$ cat src/rtl/mem_arbiter.sv
// Shared-RAM arbiter: data port has fixed priority over instruction fetch.
// Grants are non-preemptive, and a stalled grant aborts to a sticky mem_err.
module mem_arbiter #(
  parameter int ADDR_W  = 32,
  parameter int WORD_W  = 32,
  parameter int TIMEOUT = 15
) (
  input  logic              CLK,
  input  logic              nRST,
  input  logic              iREN,
  input  logic [ADDR_W-1:0] iaddr,
  output logic              iwait,
  output logic [WORD_W-1:0] iload,
  input  logic              dREN,
  input  logic              dWEN,
  input  logic [ADDR_W-1:0] daddr,
  input  logic [WORD_W-1:0] dstore,
  output logic              dwait,
  output logic [WORD_W-1:0] dload,
  output logic              ramREN,
  output logic              ramWEN,
  output logic [ADDR_W-1:0] ramaddr,
  output logic [WORD_W-1:0] ramstore,
  input  logic [WORD_W-1:0] ramload,
  input  logic [1:0]        ramstate,
  output logic              mem_err
);

  localparam int CNT_W = $clog2(TIMEOUT + 1);
  localparam logic [CNT_W-1:0] CNT_LAST = CNT_W'(TIMEOUT - 1);
  localparam logic [1:0] RAM_ACCESS = 2'b10;
  localparam logic [1:0] RAM_ERROR  = 2'b11;

  typedef enum logic [1:0] {IDLE, DGRANT, IGRANT} state_t;

  state_t           state;
  logic [CNT_W-1:0] cnt;

  logic d_req;
  logic access;
  logic error;
  logic grant_req;

  assign d_req     = dREN | dWEN;
  assign access    = (ramstate == RAM_ACCESS);
  assign error     = (ramstate == RAM_ERROR);
  assign grant_req = (state == DGRANT) ? d_req : iREN;

  // Outputs decode from state plus live inputs, so completion is visible the same cycle.
  always_comb begin
    ramREN   = 1'b0;
    ramWEN   = 1'b0;
    ramaddr  = '0;
    ramstore = '0;
    iwait    = 1'b1;
    dwait    = 1'b1;
    iload    = '0;
    dload    = '0;
    case (state)
      DGRANT: begin
        ramaddr  = daddr;
        ramstore = dstore;
        ramWEN   = dWEN;
        ramREN   = dREN & ~dWEN;
        if (access && d_req) begin
          dwait = 1'b0;
          dload = ramload;
        end
      end
      IGRANT: begin
        ramaddr = iaddr;
        ramREN  = iREN;
        if (access && iREN) begin
          iwait = 1'b0;
          iload = ramload;
        end
      end
      default: ;
    endcase
  end

  always_ff @(posedge CLK or negedge nRST) begin
    if (!nRST) begin
      state   <= IDLE;
      cnt     <= '0;
      mem_err <= 1'b0;
    end else begin
      case (state)
        IDLE: begin
          cnt <= '0;
          if (d_req)     state <= DGRANT;
          else if (iREN) state <= IGRANT;
        end
        DGRANT, IGRANT: begin
          if (error) begin
            mem_err <= 1'b1;
            state   <= IDLE;
          end else if (!grant_req || access) begin
            state <= IDLE;
          end else if (cnt >= CNT_LAST) begin
            // Abort without a wait pulse; the requester stays stalled.
            mem_err <= 1'b1;
            state   <= IDLE;
          end else begin
            cnt <= cnt + 1'b1;
          end
        end
        default: state <= IDLE;
      endcase
    end
  end

endmodule

$ cat config.mk
export PLATFORM = sky130hd
export DESIGN_NAME = mem_arbiter
export DESIGN_NICKNAME = d
export VERILOG_FILES = /design/src/rtl/mem_arbiter.sv
export SDC_FILE = /design/constraint.sdc
export NUM_CORES = 1
export LEC_CHECK = 0
export ABC_CLOCK_PERIOD_IN_PS = 2250
export CELL_PAD_IN_SITES_DETAIL_PLACEMENT = 0
export CELL_PAD_IN_SITES_GLOBAL_PLACEMENT = 1
export CORE_MARGIN = 2
export CORE_UTILIZATION = 13
export CTS_CLUSTER_DIAMETER = 150
export DETAILED_ROUTE_END_ITERATION = 10
export GPL_ROUTABILITY_DRIVEN = 1
export PLACE_DENSITY_LB_ADDON = 0.1
export SYNTH_ARGS = -nofsm -noshare
export SYNTH_HDL_FRONTEND = slang
export SYNTH_SLANG_ARGS = --single-unit
$ cat constraint.sdc
create_clock -name CLK -period 2.25 [get_ports CLK]
set_clock_uncertainty 0.15 [all_clocks]
set_input_delay 0.3375 -clock CLK [delete_from_list [all_inputs] [get_ports CLK]]
set_output_delay 0.3375 -clock CLK [all_outputs]
set_load 0.03 [all_outputs]
==> results <==
worst max-delay path, cell delays in order:
cell                              delay, ps
sky130_fd_sc_hd__clkdlybuf4s50_1        490
sky130_fd_sc_hd__nor2b_4                160
sky130_fd_sc_hd__and3_1                 210
sky130_fd_sc_hd__buf_12                 180
sky130_fd_sc_hd__and2_1                 190
sky130_fd_sc_hd__buf_12                 130
report_power, final:
part,internal (mW),switching (mW)
Combinational,1.48,1.89
Clock,0.236,0.0743
Sequential,0.164,0.0453
Total,1.88,2.01
placed cells by master (no fill, tap or decap), drive strengths merged, types with 5 or more instances in the layout:
master,count
nor2b,33
a22oi,33
inv,7
clkdlybuf4s50,135
dfrtp,7
and2,97
nand2,6
buf,147
nor2,5
ha,6
final cells by class:
type / instances / area share (%)
clock buffers: 4 / 1.76
inverters: 7 / 0.585
multi-input cells: 203 / 31.4
flip-flops and latches: 7 / 3.90
well taps: 172 / 4.79
repair buffers: 282 / 57.6
logic make-up after synthesis:
kind of cell,Yosys count
AND/OR/NAND/NOR,149
adder cells (fa/ha/maj),6
buffers and inverters,28
flip-flops,7
multiplexers,3
AO/OA/AOI/OAI,45
stage by stage:
step	total power [mW]	cell area, sq um	setup WS [ps]
6_report	3.89	4490	71.6
3_3_place_gp	3.59	4370	24.9
4_1_cts	3.93	4460	1.93
2_1_floorplan	2.15	1660	24.4
3_5_place_dp	3.59	4370	2.12
5_1_grt	4.17	4490	-6.03
flip-flops by register name, indices dropped and copies added (netlist names):
signal   cells
cnt          4
mem_err      1
state        2
what timing repair did:
item	in CTS	in global routing
pin swaps	0	0
gates resized for setup	4	5
setup endpoints to repair	21	73
layer usage:
metal / part of all wire, % / GRT usage [%] / vias up
li1: - / - / 1325
met1: 34 / 11.8 / 1196
met2: 54 / 24.6 / 159
met3: 11 / 3.04 / 5
met4: 0.59 / 2.12 / 0
met5: 0 / 0 / -
Yosys cell counts, types with 2 or more instances:
master                      n
sky130_fd_sc_hd__dfrtp_1    7
sky130_fd_sc_hd__a22oi_1   33
sky130_fd_sc_hd__inv_1      7
sky130_fd_sc_hd__clkbuf_1  20
sky130_fd_sc_hd__ha_1       6
sky130_fd_sc_hd__and2_1    97
sky130_fd_sc_hd__nor2_1     5
sky130_fd_sc_hd__o211ai_1   2
sky130_fd_sc_hd__o21ai_0    2
sky130_fd_sc_hd__mux2i_1    3
sky130_fd_sc_hd__nor2b_1   33
sky130_fd_sc_hd__nand2_1    6
worst paths after layout:
kind / endpoint / startpoint / depth (start not counted) / slack, ps
min: cnt[1] / nRST / 1 / 220
max: iload[27] / ramstate[1] / 6 / 70
min in group CLK: mem_err / mem_err / 1 / 320
min reg2reg: mem_err / mem_err / 1 / 320
max in group asynchronous: cnt[0] / nRST / 1 / 1480
max reg2reg: cnt[3] / cnt[0] / 7 / 290
==> out/metrics.yaml <==
placed_design:
  dp_cells: 671
  gp_congestion: 0.737
  detailed_placement_wirelength_estimate_microns: 7880
  portBuffers: 267
floorplanning:
  core_sq_um: 12500
  die-height_microns: 117
  floorplan.die.width_microns: 117
  core.rowCount: 41
  io_pins: 268
  die-area_sq_um: 13700
  initial_core_util_pct: 13.2
sta:
  tightestPinTransition_ps: 391
  fin_hold_ws_ps: 223
  hold_viol_final: 0
  grt_setup_unrepaired: "true"
  fmaxAchievable_mhz: 459
  finalCriticalPeriod_ps: 2180
  finalSetupViolCount: 0
  worst_slew_margin_rel_pct: 73.8
  timing.final.crit_share_pct: 96.8
  setup_total_negative_slack_ps: 0
  drv_slew: 0
power_and_ir_drop:
  power.leakage_nw: 2.03
  power.ir.vdd_worst_mv: 0.458
  cellPowerDensity_nw_per_um2: 866
grt:
  initial_antenna_violation_count: 0
  number_of_global_route_vias_before_repair: 2473
  globalRouteTotalUtil_pct: 11.9
  globalRouteOverflowTotal: 0
  grt_start_max_net_pins: 35
  grt_first_pass_wirelength_microns: 12700
yosys:
  synth_fa_ha_area_share_pct: 4.54
  yosysTopAreaCellShare_pct: 36.7
  syn_nets: 379
  syn-instance-count: 238
  synthSimpleGateAreaFrac_pct: 56.5
  muxShareOfSynthArea_pct: 1.81
  top_cells_by_area_in_the_synthesized_netlist: "sky130_fd_sc_hd__and2_1 (37%), sky130_fd_sc_hd__a22oi_1 (15%), sky130_fd_sc_hd__nor2b_1 (12%), sky130_fd_sc_hd__dfrtp_1 (11%), sky130_fd_sc_hd__clkbuf_1 (4.5%)"
  async_flop_share_pct: 100
  seq_area_frac_synth_pct: 10.6
  post_synth_xor_xnor_area_pct: 0
  synth_compound_area_share_pct: 20.2
  synth-main-ff-cell: "sky130_fd_sc_hd__dfrtp_1"
  netlist.top_cell.by_area: "sky130_fd_sc_hd__and2_1"
  largest_family_of_logic_cells_by_synthesized_area: "simple AND/OR/NAND/NOR gates"
  mappedNetlistArea_sq_um: 1660
  synthesis.yosys.warnings: 0
  synthesis.area_per_instance_sq_um: 6.96
  synth_enable_flop_cells: 0
  ff_latch_count_synth: 7
  synth_cell_types: 29
setup_path:
  cp-end-kind: "primary output"
  cp_data_required_time_ps: 1760
  critical_path_class: "input port to primary output"
  timing.critical_path.arrival_ps: 1690
  setup.worst_path.start_class: "input port"
  path_max_fanout: 32
route:
  drc: 0
  ant_nets: 0
  drt-total-wl_microns: 9380
  wire_length_per_cell_microns: 13.9
  vias_per_cell: 3.98
  drt-pass1-iter-count: 4
  detailroute.via_count: 2685
  drt_iter0_drc: 80
finish:
  num-nets-final: 645
  antenna_cells: 0
  multi_input_area_sq_um: 1410
  stdcell_count: 675
  fin_util_pct: 35.9
  layout-drive-gt1-share_pct: 31.6
  area_growth_from_synthesis_to_layout_pct: 171
  final.fill_count: 1353
  final-seq-area_sq_um: 175
outcome:
  run_status: "complete, no violations"
clocking:
  cts.sinks: 7
  tritoncts.num_buffers: 3
  clkTransAtPathRegs_ps: 40
  clock-root-buffer: "sky130_fd_sc_hd__clkbuf_16"
  htree_levels: 1
  worstSkewPairLatency_ps: 240
  cts_hold_buf: 0
  tritoncts: "built"
  postCtsSetupBuffers: 0
  cts_buffer_depth: 2
min_path:
  hold_path_class: "input port to asynchronous set/reset pin"
flow_run:
  timing.max_cap.violations: 0
Power figures use the tool's default switching activity.
